<file path="config.mk">
export PLATFORM = sky130hd
export DESIGN_NAME = layer_output_collector_flat
export DESIGN_NICKNAME = d
export VERILOG_FILES = /design/src/rtl/layer_output_collector_if.sv /design/src/rtl/layer_output_collector.sv /design/src/flat_wrapper.sv
export SDC_FILE = /design/constraint.sdc
export NUM_CORES = 1
export LEC_CHECK = 0
export BUFFER_PORTS_ARGS = -buffer_cell sky130_fd_sc_hd__buf_2
export CORE_ASPECT_RATIO = 1.4
export CORE_MARGIN = 2
export CORE_UTILIZATION = 57
export DETAILED_ROUTE_END_ITERATION = 16
export PLACE_DENSITY = 0.86
export SKIP_LAST_GASP = 1
export SLEW_MARGIN = 10
export SYNTH_ARGS = -nofsm -noshare
export SYNTH_HDL_FRONTEND = slang
export SYNTH_SLANG_ARGS = --single-unit
</file>
<file path="constraint.sdc">
create_clock -name clk -period 4.43 [get_ports clk]
set_input_delay 0.886 -clock clk [delete_from_list [all_inputs] [get_ports clk]]
set_output_delay 0.886 -clock clk [all_outputs]
set_load 0.01 [all_outputs]
</file>
<file path="src/rtl/layer_output_collector_if.sv">
// rtl/layer_output_collector_if.sv - neuron capture, serial stream and result signals of the collector
interface layer_output_collector_if #(
    parameter int num_neurons = 10,
    parameter int data_width  = 16
);
    localparam int idx_width = $clog2(num_neurons);

    logic [num_neurons*data_width-1:0] n_out;
    logic [num_neurons-1:0]            n_valid;
    logic [data_width-1:0]             s_data;
    logic                              s_valid;
    logic                              s_ready;
    logic                              s_last;
    logic [idx_width-1:0]              argmax_idx;
    logic [data_width-1:0]             max_value;
    logic                              result_valid;
    logic                              busy;
    logic                              drop_err;

    // master: the collector itself; slave: producing layer plus next-layer consumer
    modport master (
        input  n_out, n_valid, s_ready,
        output s_data, s_valid, s_last, argmax_idx, max_value, result_valid, busy, drop_err
    );

    modport slave (
        output n_out, n_valid, s_ready,
        input  s_data, s_valid, s_last, argmax_idx, max_value, result_valid, busy, drop_err
    );
endinterface

</file>
<file path="src/rtl/layer_output_collector.sv">
// rtl/layer_output_collector.sv - captures one activation per neuron, finds the argmax, re-streams the vector
module layer_output_collector #(
    parameter int  num_neurons = 10,
    parameter int  data_width  = 16,
    localparam int idx_width   = $clog2(num_neurons)
) (
    input  logic                     clk,
    input  logic                     rst,
    layer_output_collector_if.master bus
);
    typedef enum logic [1:0] {COLLECT, SCAN, STREAM} state_t;

    localparam logic [idx_width-1:0] last_idx = idx_width'(num_neurons - 1);

    state_t                  state, state_next;
    logic [num_neurons-1:0]  captured;
    logic [num_neurons-1:0]  new_capture;
    logic [data_width-1:0]   buf_mem [num_neurons];
    logic [idx_width-1:0]    scan_k;
    logic [idx_width-1:0]    rd_ptr;
    logic [data_width-1:0]   best_val, cand_val;
    logic [idx_width-1:0]    best_idx, cand_idx;
    logic [idx_width-1:0]    argmax_idx_r;
    logic [data_width-1:0]   max_value_r;
    logic                    result_valid_r;
    logic                    drop_err_r;
    logic                    busy_w;
    logic                    hs;
    logic                    hs_last;

    always_comb begin
        new_capture = '0;
        if (state == COLLECT)
            new_capture = bus.n_valid & ~captured;
        busy_w  = (state == SCAN) || (state == STREAM);
        hs      = (state == STREAM) && bus.s_ready;
        hs_last = hs && (rd_ptr == last_idx);

        // strict greater-than keeps the lowest index on ties
        cand_val = best_val;
        cand_idx = best_idx;
        if (scan_k == '0 || $signed(buf_mem[scan_k]) > $signed(best_val)) begin
            cand_val = buf_mem[scan_k];
            cand_idx = scan_k;
        end

        state_next = state;
        case (state)
            COLLECT: if (&(captured | new_capture)) state_next = SCAN;
            SCAN:    if (scan_k == last_idx)        state_next = STREAM;
            STREAM:  if (hs_last)                   state_next = COLLECT;
            default:                                state_next = COLLECT;
        endcase
    end

    always_ff @(posedge clk) begin
        if (rst)
            state <= COLLECT;
        else
            state <= state_next;
    end

    always_ff @(posedge clk) begin
        if (rst) begin
            captured       <= '0;
            for (int i = 0; i < num_neurons; i++)
                buf_mem[i] <= '0;
            scan_k         <= '0;
            rd_ptr         <= '0;
            best_val       <= '0;
            best_idx       <= '0;
            argmax_idx_r   <= '0;
            max_value_r    <= '0;
            result_valid_r <= 1'b0;
            drop_err_r     <= 1'b0;
        end else begin
            result_valid_r <= hs_last;
            if (busy_w && (|bus.n_valid))
                drop_err_r <= 1'b1;

            for (int i = 0; i < num_neurons; i++) begin
                if (new_capture[i]) begin
                    buf_mem[i]  <= bus.n_out[i*data_width +: data_width];
                    captured[i] <= 1'b1;
                end
            end

            if (state == SCAN) begin
                best_val <= cand_val;
                best_idx <= cand_idx;
                if (scan_k == last_idx) begin
                    scan_k       <= '0;
                    argmax_idx_r <= cand_idx;
                    max_value_r  <= cand_val;
                end else begin
                    scan_k <= scan_k + idx_width'(1);
                end
            end

            if (hs) begin
                if (hs_last) begin
                    rd_ptr   <= '0;
                    captured <= '0;
                end else begin
                    rd_ptr <= rd_ptr + idx_width'(1);
                end
            end
        end
    end

    assign bus.s_valid      = (state == STREAM);
    assign bus.s_data       = buf_mem[rd_ptr];
    assign bus.s_last       = (state == STREAM) && (rd_ptr == last_idx);
    assign bus.argmax_idx   = argmax_idx_r;
    assign bus.max_value    = max_value_r;
    assign bus.result_valid = result_valid_r;
    assign bus.busy         = busy_w;
    assign bus.drop_err     = drop_err_r;
endmodule

</file>
<file path="src/flat_wrapper.sv">
// flat-port wrapper written by rule: the top's interface ports become plain ports
module layer_output_collector_flat 
#(
    parameter int  num_neurons = 10,
    parameter int  data_width  = 16,
    localparam int idx_width   = $clog2(num_neurons)
)
  (clk, rst, bus_n_out, bus_n_valid, bus_s_ready, bus_s_data, bus_s_valid, bus_s_last, bus_argmax_idx, bus_max_value, bus_result_valid, bus_busy, bus_drop_err);
  layer_output_collector_if #(.num_neurons(num_neurons), .data_width(data_width)) bus_i ();
  input  logic clk;
  input  logic rst;
  input wire logic [$bits(bus_i.n_out)-1:0] bus_n_out;
  input wire logic [$bits(bus_i.n_valid)-1:0] bus_n_valid;
  input wire logic [$bits(bus_i.s_ready)-1:0] bus_s_ready;
  output wire logic [$bits(bus_i.s_data)-1:0] bus_s_data;
  output wire logic [$bits(bus_i.s_valid)-1:0] bus_s_valid;
  output wire logic [$bits(bus_i.s_last)-1:0] bus_s_last;
  output wire logic [$bits(bus_i.argmax_idx)-1:0] bus_argmax_idx;
  output wire logic [$bits(bus_i.max_value)-1:0] bus_max_value;
  output wire logic [$bits(bus_i.result_valid)-1:0] bus_result_valid;
  output wire logic [$bits(bus_i.busy)-1:0] bus_busy;
  output wire logic [$bits(bus_i.drop_err)-1:0] bus_drop_err;
  assign bus_i.n_out = bus_n_out;
  assign bus_i.n_valid = bus_n_valid;
  assign bus_i.s_ready = bus_s_ready;
  assign bus_s_data = bus_i.s_data;
  assign bus_s_valid = bus_i.s_valid;
  assign bus_s_last = bus_i.s_last;
  assign bus_argmax_idx = bus_i.argmax_idx;
  assign bus_max_value = bus_i.max_value;
  assign bus_result_valid = bus_i.result_valid;
  assign bus_busy = bus_i.busy;
  assign bus_drop_err = bus_i.drop_err;
  layer_output_collector #(.num_neurons(num_neurons), .data_width(data_width)) u_core (.clk(clk), .rst(rst), .bus(bus_i));
endmodule
</file>
# == Word-level counts from Yosys, hierarchy flattened ==
# Memory sizes are Yosys's and may differ from the RTL's. A register that Yosys moved wholly into a read port is not among the register bits.
# Cells that the tools add are included.
# word_totals
register_bits,62
mem_count,1
ram_bits,160
# memory_table
memory,depth,word_bits,read_ports,rd_clocked_by_memory_dff,wr,line_no,text
u_core.buf_mem,10,16,2,2,10,layer_output_collector.sv:18,logic [data_width-1:0] buf_mem [num_neurons];
# classes
muxes,67
add_sub_neg,2
n_lt_le_gt_ge,1
reduce_logical,12
eq_ne,7
n_bitwise,13
# op_table
op,count
2-to-1 mux 16 bit,11
2-to-1 mux 1 bit,42
2-to-1 mux 10 bit,3
2-to-1 mux 4 bit,7
> comparator 16 bit,1
AND 10 bit,1
inverter 10 bit,1
OR 1 bit,10
OR 10 bit,1
AND reduction 10 bit,1
OR reduction 10 bit,1
adder 4 x 1 -> 4 bit (second input constant),2
equality test 4 bit (second input constant),2
2-to-1 mux 2 bit,3
one-hot mux 2 bit (3 select lines),1
logical AND 1 bit,4
zero test 4 bit,1
inequality test 2 bit (second input constant),2
AND reduction 3 bit,1
equality test 2 x 1 -> 1 bit (second input constant),1
equality test 2 bit (second input constant),1
zero test 2 bit,1
logical OR 1 bit,2
inequality test 2 x 1 -> 1 bit (second input constant),1
AND reduction 2 bit,1

# == Depth between registers and ports, before layout ==
# logic_depth
depth_word,7
ltp_mapped,14
depth_no_buf,11

# == Worst setup path before layout ==
# OpenSTA, ideal clock, no wires.
# synth_path
path_type,reg2reg
startpoint,register (tool-made name)
endpoint,register u_core.best_val[0]
required_time_ns,4.309
stages_incl_launch_ff,14
slack_ns,0.975
t_arrival_ns,3.333
n_path_buf,3
cell_sequence,dfxtp_1 buf_6 buf_6 mux4_1 a211oi_1 a21oi_1 ha_1 nand3_2 o22ai_1 nor3_2 or3_4 a31oi_4 buf_8 mux2_4
# synth_rtl
item,line_no,text
"end signal, assigned",layer_output_collector.sv:89,best_val <= cand_val;
"end, declared",layer_output_collector.sv:21,"logic [data_width-1:0] best_val, cand_val;"

==> results.py <==
metrics = {
    "global_routing": {
        "grt_pass1_vias": 8780,
        "overflow": 0,
        "antenna_found_initial": 0,
        "grt_use_total": 0.276,
        "grt_max_degree": 82,
        "grt_pass1_wl_mm": 48.1,
    },
    "synth": {
        "synth_most_common_cell": "and2_1",
        "yosys.area.top_type": "edfxtp_1",
        "syn_nets": 1169,
        "ys_ff_latch": 230,
        "ys.flop_type": "edfxtp_1",
        "synthCells": 974,
        "syn_area_per_cell_um2": 12.7,
        "synth_area_mm2": 0.0123,
        "synthTopCellsByCount": "162 x and2_1, 160 x edfxtp_1, 70 x dfxtp_1",
        "synth_area_leaders": "edfxtp_1 39%, dfxtp_1 11%, mux4_2 9.5%",
        "synth_cell_types": 61,
        "ys_seq_area_frac": 0.503,
        "synth_async_sr_flop_share": 0,
        "yosys_warnings": 0,
        "synth_edf_count": 160,
        "yosysTopAreaCellShare": 0.390,
    },
    "min_path": {
        "worst_hold_path_type": "reg2reg",
    },
    "setup_path": {
        "crit_required_ns": 4.87,
        "cp-end-kind": "flip-flop",
        "critical_path_class": "reg2reg",
        "cp.arrival_ns": 4.43,
        "critPathLaunchType": "flip-flop",
        "crit_fanout": 39,
    },
    "die": {
        "core_area_mm2": 0.0212,
        "initial_core_util": 0.581,
        "die-area_mm2": 0.0228,
        "chipHeight_um": 178,
        "pin_count": 214,
        "rows": 63,
        "die_w_um": 128,
    },
    "place": {
        "dp_cells": 1406,
        "gp_congestion": 0.909,
        "portBuffers": 213,
        "hpwlAfterDp_mm": 23.6,
    },
    "drt": {
        "firstDrtPassIters": 5,
        "drt-total-wl_mm": 31.7,
        "vias": 8814,
        "drt_iter0_drc": 777,
        "wire_per_inst_um": 21.9,
        "drc": 0,
        "drtAntennaViolNets": 0,
        "vias_per_cell": 6.10,
    },
    "timing": {
        "finalSetupViolCount": 0,
        "clock.fmax_mhz": 251,
        "rsz0062_at_grt": "false",
        "slew_headroom": 0.316,
        "worst_pin_slew_ns": 1.02,
        "fin_skew_ns": 0.00719,
        "drv_slew": 0,
        "finalHoldViolations": 0,
        "layout_worst_path_cycle_share": 0.901,
        "layout_min_cycle_time_ns": 3.99,
        "finalSetupTns_ns": 0,
    },
    "clock_tree": {
        "htree_levels": 1,
        "clk_latency_ns": 0.51,
        "cts_tree": "done",
        "cts_hold_buf": 0,
        "numCtsBuffers": 22,
        "clk_pin_slew_ns": 0.06,
        "cts.sinks": 230,
        "ctsResizeCount": 0,
        "cts-root-buf": "clkbuf_16",
        "cts.path.max_buffers": 3,
        "cts_setup_buffers": 0,
    },
    "layout": {
        "antennaDiodeCount": 0,
        "final_util": 0.668,
        "layout.cells.non_filler": 1446,
        "fillCellCount": 1489,
        "final_nets": 1365,
        "area_growth_syn_to_layout_pct": 15.0,
        "drive_above_1_share": 0.304,
    },
    "pwr": {
        "static-leakage-power_nw": 5.53,
        "p_int_mw": 4.29,
        "power_frac_comb": 0.234,
        "p_sw_mw": 1.73,
        "ir_drop_uv": 302,
        "sw_frac_of_total": 0.287,
        "clock_power_share": 0.307,
        "power.density_mw_per_mm2": 425,
        "pwr-share-seq": 0.459,
    },
    "outcome": {
        "status": "finished clean",
    },
    "flow_run": {
        "drv_cap": 0,
    },
}
==> kinds of logic (layout without fill, tap and decap cells) <==
logic type | count (synthesis) | after routing | synth area share
compound gates | 164 | 164 | 0.0937
xor+xnor | 3 | 3 | 0.00213
simple gates | 339 | 339 | 0.165
fa+ha+maj | 22 | 22 | 0.0223
buf+inv | 98 | 310 | 0.0482
flops | 230 | 230 | 0.503
mux | 118 | 118 | 0.165
==> through the flow <==
step                      area [µm²]  setup WS [ns]  hold WS, ns  power [mW]
after floorplan                12300          0.975        0.449        3.77
after global placement         13500          0.599        0.445        4.12
after detailed placement       13500          0.461        0.448        4.19
after CTS                      14200          0.441        0.457        6.01
after global routing           14200          0.178        0.479        6.25
final                          14200          0.438        0.454        6.02
==> power by group through the flow <==
stage	Sequential (mW)	Clock, mW	Combinational (mW)
4_1_cts	2.75	1.86	1.40
2_1_floorplan	2.72	0	1.05
6_report	2.76	1.85	1.41
5_1_grt	2.78	1.94	1.53
3_5_place_dp	2.80	0	1.40
3_3_place_gp	2.77	0	1.35
==> per-layer routing <==
| metal | vias up | global-route usage | wire length (µm) |
|---|---|---|---|
| met3 | 81 | 0.0474 | 2390 |
| met1 | 4248 | 0.346 | 12100 |
| li1 | 4028 | - | - |
| met2 | 457 | 0.481 | 16100 |
| met5 | - | 0 | 0 |
| met4 | 0 | 0.0989 | 1120 |
==> state kept, by name, summed over array words and instances (netlist names), 4 cells and up, named ones only <==
register,cells
u_core.buf_mem,160
u_core.best_val,16
u_core.bus.max_value,16
u_core.captured,10
u_core.best_idx,4
u_core.bus.argmax_idx,4
u_core.rd_ptr,4
u_core.scan_k,4
==> cells in the final DEF, fill, tap and decap left out, types with 3 or more instances in the layout <==
cell type and instances:
clkbuf_16 23, nor2b_1 31, nand2b_1 38, mux4_2 52
and2_1 162, o21ai_0 3, nor3_1 4, nand4_1 7
a31o_2 11, clkbuf_4 4, mux4_1 12, edfxtp_1 160
buf_4 23, inv_1 33, and2b_1 4, mux2i_1 52
clkinv_2 5, a211oi_1 48, nor4_1 5, a21oi_1 56
nor3b_2 3, buf_2 213, nor3b_1 8, clkbuf_8 5
ha_1 22, nand2_1 11, dfxtp_1 68, a2111oi_0 16
o21bai_1 15, nor2_1 44, nand3_1 6
==> layout make-up <==
class                      count  area, µm²  area share
sequential                   230       6210       0.438
multi-input combinational    646       5540       0.391
timing repair buffer         237       1260      0.0888
clock buffer                  34        682      0.0481
tap                          260        325      0.0230
inverter                      33        124     0.00874
clock inverter                 6       32.5     0.00230
==> worst max-delay path, stage by stage (launching register included) <==
cell,delay [ns]
dfxtp_2,0.35
buf_12,0.28
mux4_1,0.68
nor2b_1,0.17
a211oi_1,0.25
a21oi_1,0.12
ha_1,0.35
nand4_1,0.09
or2_1,0.25
a211oi_1,0.28
o21bai_2,0.16
a31oi_4,0.34
buf_4,0.32
mux2i_1,0.22
==> final timing paths <==
kind                                              start                                     to  slack (ns)  depth (start not counted)
setup reg to reg                              flip-flop        u_core.best_val[4]$_SDFFE_PP0P_        0.44                         13
hold reg to reg   u_core.bus.argmax_idx[1]$_SDFFE_PP0P_  u_core.bus.argmax_idx[1]$_SDFFE_PP0P_        0.45                          2
setup / recovery                              flip-flop        u_core.best_val[4]$_SDFFE_PP0P_        0.44                         13
hold / removal    u_core.bus.argmax_idx[1]$_SDFFE_PP0P_  u_core.bus.argmax_idx[1]$_SDFFE_PP0P_        0.45                          2
(Power assumes the default switching activity.)
